===== src/rtl/mesh_term_rx_if.sv =====
// rtl/mesh_term_rx_if.sv - router-side pop handshake, host-side FIFO view and statistics of mesh_term_rx
interface mesh_term_rx_if #(
  parameter int pckg_sz = 40,
  parameter int cnt_w   = 16
);
  logic               pndng_in;
  logic [pckg_sz-1:0] data_in;
  logic               pop_out;
  logic               host_pop;
  logic               host_pndng;
  logic [pckg_sz-1:0] host_data;
  logic               host_full;
  logic [cnt_w-1:0]   pkt_cnt;
  logic [cnt_w-1:0]   err_cnt;
  logic               err_flag;

  modport master (
    output pndng_in, data_in, host_pop,
    input  pop_out, host_pndng, host_data, host_full, pkt_cnt, err_cnt, err_flag
  );

  modport slave (
    input  pndng_in, data_in, host_pop,
    output pop_out, host_pndng, host_data, host_full, pkt_cnt, err_cnt, err_flag
  );
endinterface


===== src/rtl/mesh_term_rx.sv =====
// rtl/mesh_term_rx.sv - terminal receive stage: pops router packets, checks destination, buffers in a local FIFO
// Optional RX_BCAST_EN: packets whose low pckg_sz-18 payload bits are all ones are accepted as broadcast.
module mesh_term_rx #(
  parameter int pckg_sz    = 40,
  parameter int fifo_depth = 4,
  parameter int id_row     = 0,
  parameter int id_col     = 1,
  parameter int cnt_w      = 16
) (
  input logic          clk,
  input logic          reset,
  mesh_term_rx_if.slave bus
);
  localparam int AW = (fifo_depth > 1) ? $clog2(fifo_depth) : 1;
  localparam int CW = AW + 1;
  localparam logic [CW-1:0] DEPTH  = CW'(fifo_depth);
  localparam logic [3:0]    ROW_ID = 4'(id_row);
  localparam logic [3:0]    COL_ID = 4'(id_col);

  typedef enum logic [1:0] {IDLE, POP, SETTLE} state_t;

  state_t             state_q;
  logic [pckg_sz-1:0] cap_q;
  logic               match_q;
  logic               pop_q;
  logic [pckg_sz-1:0] mem_q [fifo_depth];
  logic [AW-1:0]      wr_ptr_q, rd_ptr_q;
  logic [CW-1:0]      count_q, count_d;
  logic [cnt_w-1:0]   pkt_cnt_q, err_cnt_q;
  logic               err_flag_q;

  logic dest_hit, bcast, wr_en, rd_en;

  assign dest_hit = (cap_q[pckg_sz-9 -: 4] == ROW_ID) && (cap_q[pckg_sz-13 -: 4] == COL_ID);
`ifdef RX_BCAST_EN
  assign bcast = &cap_q[pckg_sz-19:0];
`else
  assign bcast = 1'b0;
`endif

  // Admission only happens in IDLE, so reserving on count alone keeps a SETTLE write off a full FIFO.
  assign wr_en = (state_q == SETTLE) && match_q;
  assign rd_en = bus.host_pop && (count_q != '0);

  always_comb begin
    count_d = count_q;
    case ({wr_en, rd_en})
      2'b10:   count_d = count_q + 1'b1;
      2'b01:   count_d = count_q - 1'b1;
      default: count_d = count_q;
    endcase
  end

  always_ff @(posedge clk) begin
    if (reset) begin
      state_q    <= IDLE;
      cap_q      <= '0;
      match_q    <= 1'b0;
      pop_q      <= 1'b0;
      wr_ptr_q   <= '0;
      rd_ptr_q   <= '0;
      count_q    <= '0;
      pkt_cnt_q  <= '0;
      err_cnt_q  <= '0;
      err_flag_q <= 1'b0;
    end else begin
      case (state_q)
        IDLE: begin
          if (bus.pndng_in && (count_q < DEPTH)) begin
            cap_q   <= bus.data_in;
            pop_q   <= 1'b1;
            state_q <= POP;
          end else begin
            pop_q <= 1'b0;
          end
        end
        POP: begin
          pop_q   <= 1'b0;
          match_q <= dest_hit || bcast;
          state_q <= SETTLE;
        end
        SETTLE: begin
          if (match_q) begin
            if (pkt_cnt_q != '1) pkt_cnt_q <= pkt_cnt_q + 1'b1;
          end else begin
            if (err_cnt_q != '1) err_cnt_q <= err_cnt_q + 1'b1;
            err_flag_q <= 1'b1;
          end
          state_q <= IDLE;
        end
        default: begin
          pop_q   <= 1'b0;
          state_q <= IDLE;
        end
      endcase
      if (wr_en) wr_ptr_q <= wr_ptr_q + 1'b1;
      if (rd_en) rd_ptr_q <= rd_ptr_q + 1'b1;
      count_q <= count_d;
    end
  end

  always_ff @(posedge clk) begin
    if (wr_en && !reset) mem_q[wr_ptr_q] <= cap_q;
  end

  assign bus.pop_out    = pop_q;
  assign bus.host_pndng = (count_q != '0);
  assign bus.host_full  = (count_q == DEPTH);
  assign bus.host_data  = (count_q != '0) ? mem_q[rd_ptr_q] : '0;
  assign bus.pkt_cnt    = pkt_cnt_q;
  assign bus.err_cnt    = err_cnt_q;
  assign bus.err_flag   = err_flag_q;
endmodule


===== src/flat_wrapper.sv =====
// flat-port wrapper written by rule: the top's interface ports become plain ports
module mesh_term_rx_flat 
#(
  parameter int pckg_sz    = 40,
  parameter int fifo_depth = 4,
  parameter int id_row     = 0,
  parameter int id_col     = 1,
  parameter int cnt_w      = 16
)
  (clk, reset, bus_pndng_in, bus_data_in, bus_host_pop, bus_pop_out, bus_host_pndng, bus_host_data, bus_host_full, bus_pkt_cnt, bus_err_cnt, bus_err_flag);
  mesh_term_rx_if #(.pckg_sz(pckg_sz), .cnt_w(cnt_w)) bus_i ();
  input logic clk;
  input logic reset;
  input wire logic [$bits(bus_i.pndng_in)-1:0] bus_pndng_in;
  input wire logic [$bits(bus_i.data_in)-1:0] bus_data_in;
  input wire logic [$bits(bus_i.host_pop)-1:0] bus_host_pop;
  output wire logic [$bits(bus_i.pop_out)-1:0] bus_pop_out;
  output wire logic [$bits(bus_i.host_pndng)-1:0] bus_host_pndng;
  output wire logic [$bits(bus_i.host_data)-1:0] bus_host_data;
  output wire logic [$bits(bus_i.host_full)-1:0] bus_host_full;
  output wire logic [$bits(bus_i.pkt_cnt)-1:0] bus_pkt_cnt;
  output wire logic [$bits(bus_i.err_cnt)-1:0] bus_err_cnt;
  output wire logic [$bits(bus_i.err_flag)-1:0] bus_err_flag;
  assign bus_i.pndng_in = bus_pndng_in;
  assign bus_i.data_in = bus_data_in;
  assign bus_i.host_pop = bus_host_pop;
  assign bus_pop_out = bus_i.pop_out;
  assign bus_host_pndng = bus_i.host_pndng;
  assign bus_host_data = bus_i.host_data;
  assign bus_host_full = bus_i.host_full;
  assign bus_pkt_cnt = bus_i.pkt_cnt;
  assign bus_err_cnt = bus_i.err_cnt;
  assign bus_err_flag = bus_i.err_flag;
  mesh_term_rx #(.pckg_sz(pckg_sz), .fifo_depth(fifo_depth), .id_row(id_row), .id_col(id_col), .cnt_w(cnt_w)) u_core (.clk(clk), .reset(reset), .bus(bus_i));
endmodule

===== config.mk =====
export PLATFORM = sky130hd
export DESIGN_NAME = mesh_term_rx_flat
export DESIGN_NICKNAME = d
export VERILOG_FILES = /design/src/rtl/mesh_term_rx_if.sv /design/src/rtl/mesh_term_rx.sv /design/src/flat_wrapper.sv
export SDC_FILE = /design/constraint.sdc
export NUM_CORES = 1
export LEC_CHECK = 0
export ABC_AREA = 1
export ABC_CLOCK_PERIOD_IN_PS = 3200
export BUFFER_PORTS_ARGS = -buffer_cell sky130_fd_sc_hd__buf_2
export CELL_PAD_IN_SITES_DETAIL_PLACEMENT = 2
export CELL_PAD_IN_SITES_GLOBAL_PLACEMENT = 2
export CORE_MARGIN = 2
export CORE_UTILIZATION = 37
export DETAILED_ROUTE_END_ITERATION = 10
export GPL_TIMING_DRIVEN = 0
export PLACE_DENSITY = 0.81
export SLEW_MARGIN = 20
export SYNTH_ARGS = -nofsm -noshare
export SYNTH_HDL_FRONTEND = slang
export SYNTH_SLANG_ARGS = --single-unit

===== constraint.sdc =====
create_clock -name clk -period 3.2 [get_ports clk]
set_clock_uncertainty 0.05 [all_clocks]
set_input_delay 0.64 -clock clk [delete_from_list [all_inputs] [get_ports clk]]
set_output_delay 0.64 -clock clk [all_outputs]
set_load 0.01 [all_outputs]

==> impl_metrics.yaml, run 1 <==
hold_path:
  holdCritPathClass: "in -> reg"
power:
  leakagePower_nw: 4.758
  p_seq_share_pct: 45.2
  clkPwrFrac_pct: 40.5
  intPower_w: 0.005747
  power_frac_comb_pct: 14.4
  powerDensity_mw_per_mm2: 643.3
  sw_frac_of_total_pct: 27.48
  p_sw_w: 0.002178
  total_power_w: 0.007924
  peakVddDrop_mv: 0.3253
critical_path:
  critPathMaxStageDelay_ps: 410
  crit_top_cell: "buf_2"
  cp.arrival_ps: 2360
  critPathMaxFanout: 10
  reg2reg_to: "u_core.mem_q[3][34]$_DFFE_PP_"
  cp-end-kind: "primary output"
  required_ps: 2510
  cp-endpoint: "bus_host_data[20]"
  reg2reg_slack_ps: 770
  critPathKind: "reg -> out"
  path_cells: "buf_2 > inv_2 > clkbuf_1 > o21ai_0 > a21oi_1 > buf_2"
  cp-start-kind: "flop"
  reg2regPathDepth: 7
  crit_path_top_delay_cell: "clkbuf_1"
  worstReg2RegStart: "u_core.state_q[1]$_SDFFE_PP0P_"
die:
  fp.dieW_um: 169.7
  initial_utilization_pct: 37.67
  io_pins: 120
  rows: 60
  die_height_um: 169.7
  die-area_mm2: 0.02878
  core_area_mm2: 0.02695
timing:
  rsz0062_at_grt: "false"
  drv_slew: 0
  setup-tns-final_ps: 0
  finalCritPeriodShare_pct: 95.26
  finalHoldViolCount: 0
  setup_ws_ps: 151.8
  period_minus_slack_ps: 3048
  worst_pin_slew_ps: 779.6
  slew_headroom_pct: 47.90
  whs_ps: 322.1
  clock.fmax_mhz: 328.1
  setup_viol: 0
routing:
  wirelength_um: 32390
  routed_via_density: 5.173
  drt_iter0_markers: 408
  firstDrtPassIters: 4
  wire_per_inst_um: 21.03
  antenna_left: 0
  vias: 7966
  drc: 0
final_layout:
  drive_above_1_share_pct: 19.21
  fin_nets: 1229
  regArea_mm2: 0.006526
  instances_no_fill: 1540
  multi_input_area_mm2: 0.003257
  syn2layout_area_growth_pct: 21.33
  fillers: 2868
global_routing:
  track_usage_pct: 22.77
  grt_pass1_vias: 9030
  grt_max_degree: 22
  antenna_found_initial: 6
  grt_overflow_total: 0
  grt_pass1_wl_um: 50130
synth:
  syn_inst: 1022
  syn_area_mm2: 0.01015
  yosysWarnings: 0
  ys_ff_latch: 246
  yosysUniqueCellTypes: 34
  seq_area_frac_synth_pct: 64.28
  postSynthAreaPerCell_um2: 9.935
  synth_fp_nets: 1074
clocking:
  cts_setup_buffers: 0
  clockBufferDepth: 3
  clk_latency_ps: 530
  cts_hold_buf: 0
  cts_root_buf: "clkbuf_16"
  cts_buffers: 27
  cts_max_level: 1
  cts_tree: "yes"
  clk_pin_slew_ps: 60
  cts-resized-gates: 0
  clock-sinks: 246
place:
  globalplace.congestion: 0.7512
  placed_cells: 1489
  post-place-ws_ps: 534.1
  dp_hpwl_um: 21230
  io_buffer_count: 119
run:
  cap_violations: 0
status:
  status: "finished, final reports clean"
==> sequential cells by signal, summed over array words and instances, names as in the netlist, named ones only <==
register             cells
u_core.mem_q           160
u_core.cap_q            40
u_core.bus.err_cnt      16
u_core.bus.pkt_cnt      16
u_core.count_q           3
u_core.rd_ptr_q          2
u_core.state_q           2
u_core.wr_ptr_q          2
u_core.bus.err_flag      1
u_core.bus.pop_out       1
u_core.match_q           1
==> placed cells by master, fill, tap and decap left out, types with 2 or more instances in the layout <==
| cell | instances |
|---|---|
| xor2_1 | 8 |
| nand2_2 | 6 |
| clkinvlp_4 | 2 |
| nor2_8 | 2 |
| o21ai_1 | 14 |
| nand4_1 | 6 |
| inv_1 | 44 |
| o21ai_0 | 121 |
| dfxtp_1 | 86 |
| nor2_2 | 5 |
| a21oi_2 | 11 |
| bufinv_16 | 3 |
| edfxtp_1 | 160 |
| buf_12 | 2 |
| clkbuf_16 | 28 |
| nand3b_1 | 3 |
| nor2_1 | 288 |
| clkinv_2 | 3 |
| a21oi_1 | 62 |
| nand2_4 | 9 |
| nor2_4 | 8 |
| clkbuf_2 | 6 |
| clkbuf_8 | 4 |
| nor3_1 | 4 |
| xnor2_1 | 3 |
| nand3_1 | 21 |
| clkinv_1 | 4 |
| ha_1 | 7 |
| buf_1 | 3 |
| clkbuf_1 | 36 |
| diode_2 | 2 |
| buf_16 | 6 |
| nand2_1 | 93 |
| buf_2 | 128 |
| inv_2 | 4 |
==> logic make-up after synthesis <==
group | share of synthesized area [%]
xor gates and xnor gates | 0.9489
adders and majority gates | 1.060
buffers and inverters | 4.005
and+or+nand+nor | 18.82
DFF | 64.28
AOI/OAI and AO/OA | 10.89
==> per-stage QoR <==
stage / area [µm²] / utilization (%)
5_1_grt: 12310 / 45.69
2_1_floorplan: 10150 / -
3_3_place_gp: 11180 / 41.47
6_report: 12320 / 45.71
4_1_cts: 12300 / 45.64
3_5_place_dp: 11390 / 42.27
==> area by class of cell <==
type	count	area share (%)
sequential	246	52.98
tap	341	3.463
timing repair buffer	126	6.338
multi-input combinational	677	26.44
buffer	49	1.838
clock inverter	10	1.036
antenna	2	0.04063
clock buffer	39	6.348
inverter	50	1.523
==> synthesized netlist by cell type (all sizes together) <==
master / instances / share of area (%)
nand4: 6 / 0.37
clkinv: 2 / 0.074
nor2: 303 / 12
xnor2: 3 / 0.26
fa: 1 / 0.20
dfxtp: 86 / 17
ha: 7 / 0.86
nand3: 21 / 1.0
nor3: 5 / 0.30
buf: 14 / 0.86
clkbuf: 35 / 1.3
o21ai: 136 / 6.8
o21a: 1 / 0.074
xor2: 8 / 0.69
edfxtp: 160 / 47
a21oi: 73 / 4.0
nand2: 108 / 4.8
inv: 48 / 1.8
nor4: 1 / 0.062
nand3b: 3 / 0.22
nor4b: 1 / 0.086
==> metal layers <==
| metal | global-route usage [%] | wire length [µm] | vias up | part of all wire, % |
|---|---|---|---|---|
| li1 | - | - | 3746 | - |
| met1 | 26.39 | 12890 | 3967 | 40 |
| met2 | 42.70 | 17070 | 182 | 53 |
| met3 | 3.825 | 1561 | 63 | 4.8 |
| met4 | 7.209 | 825 | 8 | 2.5 |
| met5 | 0 | 48 | - | 0.15 |
==> worst max-delay path: cells and delay by family, from the launching register on <==
| family | cells | cell delay (ps) |
|---|---|---|
| AO/OA/AOI/OAI | 2 | 590 |
| buffers and inverters | 4 | 930 |
| flip-flops | 1 | 310 |
==> worst min path at each step <==
stage / startpoint / end / depth (start not counted)
2_1_floorplan: u_core.rd_ptr_q[1]$_SDFFE_PP0P_ / flop / 2
3_3_place_gp: u_core.bus.err_flag$_SDFFE_PP0P_ / u_core.bus.err_flag$_SDFFE_PP0P_ / 1
3_5_place_dp: u_core.state_q[1]$_SDFFE_PP0P_ / u_core.state_q[1]$_SDFFE_PP0P_ / 1
4_1_cts: reset / u_core.state_q[1]$_SDFFE_PP0P_ / 2
5_1_grt: reset / u_core.state_q[1]$_SDFFE_PP0P_ / 2
6_report: reset / u_core.state_q[1]$_SDFFE_PP0P_ / 2
==> power groups by stage <==
stage / Sequential [W] / Combinational (W) / Clock (W)
after global placement: 0.00362 / 0.00106 / 0
final: 0.00358 / 0.00114 / 0.00321
after detailed placement: 0.00364 / 0.00112 / 0
after CTS: 0.00358 / 0.00115 / 0.00327
after global routing: 0.00359 / 0.00125 / 0.00338
after floorplan: 0.00361 / 0.000616 / 0
Power figures use the tool's default switching activity.
==> inputs of run 2 (changes only) <==
Settings changed: REMOVE_ABC_BUFFERS set to 1.
==> run 2 against run 1 <==
First-iteration DRC count is 22% lower. Sequential power hardly changed. Combinational power is 8% lower. Final cell count is 2.6% lower. Critical path depth stayed put. Die area stayed put. Non-clock buffer count is 38 lower. Critical path type unchanged.
==> impl_metrics.yaml, run 2 (synthesis results as in run 1) <==
routing:
  firstDrtPassIters: 4
  routed_via_density: 5.127
  vias: 7691
  drc: 0
  antenna_left: 0
  wirelength_um: 28380
  wire_per_inst_um: 18.92
  drt_iter0_markers: 320
critical_path:
  reg2reg_to: "u_core.count_q[2]$_SDFFE_PP0P_"
  crit_path_top_delay_cell: "dfxtp_2"
  crit_family: "flip-flops"
  critPathKind: "reg -> out"
  cp-start-kind: "flop"
  reg2regPathDepth: 9
  cp.arrival_ps: 2300
  critPathMaxFanout: 31
  required_ps: 2510
  reg2reg_slack_ps: 800
  path_cells: "inv_2 > buf_12 > nor2_1 > o21ai_0 > a21oi_1 > buf_2"
  worstReg2RegStart: "u_core.count_q[0]$_SDFFE_PP0P_"
  cp.depth: 6
  cp.buffers_inverters: 3
  cp-end-kind: "primary output"
  critPathMaxStageDelay_ps: 660
global_routing:
  busiest_layer: "met2"
  grt_util_met1_pct: 23.88
  antenna_found_initial: 6
  grt_pass1_vias: 8336
  grt_max_degree: 81
  grt_overflow_total: 0
  grtUsageMet3_pct: 4.338
  grt_pass1_wl_um: 45280
  use_met2_pct: 37.05
  track_usage_pct: 19.99
die:
  core_area_mm2: 0.02695
  initial_utilization_pct: 37.67
  io_pins: 120
  die-area_mm2: 0.02878
  rows: 60
  die_height_um: 169.7
  fp.dieW_um: 169.7
final_layout:
  final_cell_mix: "288 x nor2_1, 160 x edfxtp_1, 121 x o21ai_0, 119 x buf_2, 93 x nand2_1"
  drive_above_1_share_pct: 19.86
  largest_register: "u_core.mem_q"
  syn2layout_area_growth_pct: 20.60
  instances_no_fill: 1500
  final_util_pct: 45.44
  final_common_cell: "nor2_1"
  top_regs: "u_core.mem_q x160, u_core.cap_q x40"
  fillers: 2865
  largest_reg_flops: 160
  fin_nets: 1191
clocking:
  cts_tree: "yes"
  cts-resized-gates: 0
  cts_root_buf: "clkbuf_16"
  cts_setup_buffers: 0
  cts_hold_buf: 0
  cts_buffers: 27
  clockBufferDepth: 3
  cts_max_level: 1
  clk_latency_ps: 520
  clock-sinks: 246
  clk_pin_slew_ps: 60
place:
  io_buffer_count: 119
  placed_cells: 1451
  dp_hpwl_um: 18730
  globalplace.congestion: 0.7394
hold_path:
  min_to: "u_core.cap_q[26]$_SDFFE_PP0P_"
  min_from: "bus_data_in[26]"
  holdCritPathClass: "in -> reg"
  hold_depth: 3
timing:
  clock.fmax_mhz: 334.1
  worst_pin_slew_ps: 769.4
  whs_ps: 315.5
  rsz0062_at_grt: "false"
  slew_headroom_pct: 48.54
  period_minus_slack_ps: 2993
  finalCritPeriodShare_pct: 93.53
  setup-tns-final_ps: 0
  finalHoldViolCount: 0
  drv_slew: 0
  setup_viol: 0
power:
  clkPwrFrac_pct: 39.3
  p_sw_w: 0.002042
  p_seq_share_pct: 47.0
  power_frac_comb_pct: 13.6
  intPower_w: 0.005625
  leakagePower_nw: 4.715
  powerDensity_mw_per_mm2: 626.2
  sw_frac_of_total_pct: 26.64
  peakVddDrop_mv: 0.3879
  total_power_w: 0.007668
run:
  cap_violations: 0
status:
  status: "finished, final reports clean"
[run 2: tightest hold or removal path, cell delays in order]
cell	delay, ps
buf_2	70
o21ai_0	70
nor2_1	70
[run 2: worst max-delay path by stage]
| stage | slack, ps | end |
|---|---|---|
| after floorplan | -310 | bus_host_data[38] |
| after global placement | -3120 | u_core.mem_q[0][21]$_DFFE_PP_ |
| after detailed placement | -90 | u_core.mem_q[2][8]$_DFFE_PP_ |
| after CTS | 110 | bus_host_data[10] |
| after global routing | 20 | bus_host_data[10] |
| final | 210 | bus_host_data[17] |
[run 2: through the flow]
step           area [µm²]  setup WS, ps
6_report            12250         206.9
5_1_grt             12240         17.35
4_1_cts             12240         111.6
3_5_place_dp        11380        -85.07
3_3_place_gp        10960         -3122
2_1_floorplan        9935        -312.3
[run 2: area by class of cell]
type | instances | area (µm²) | area share [%]
flip-flops and latches | 246 | 6531 | 53.34
multi-input cells | 677 | 3257 | 26.60
repair buffers | 137 | 972.2 | 7.939
clock buffers | 35 | 745.7 | 6.090
well taps | 341 | 426.7 | 3.484
inverters | 50 | 193.9 | 1.584
clock inverters | 13 | 116.4 | 0.9502
diodes | 1 | 2.502 | 0.02044
[run 2: routing by layer]
layer	part of all wire (%)	routed length [µm]	vias up
met5	0.18	50	-
met4	1.4	389	8
met3	5.0	1433	43
met2	52	14670	121
met1	42	11840	3855
li1	-	-	3664
[run 2: power by group through the flow]
stage	combinational [W]	clock [W]	sequential (W)
2_1_floorplan	0.000521	0	0.00365
3_3_place_gp	0.000921	0	0.00370
3_5_place_dp	0.00106	0	0.00367
4_1_cts	0.00107	0.00308	0.00361
5_1_grt	0.00117	0.00321	0.00362
6_report	0.00105	0.00302	0.00361
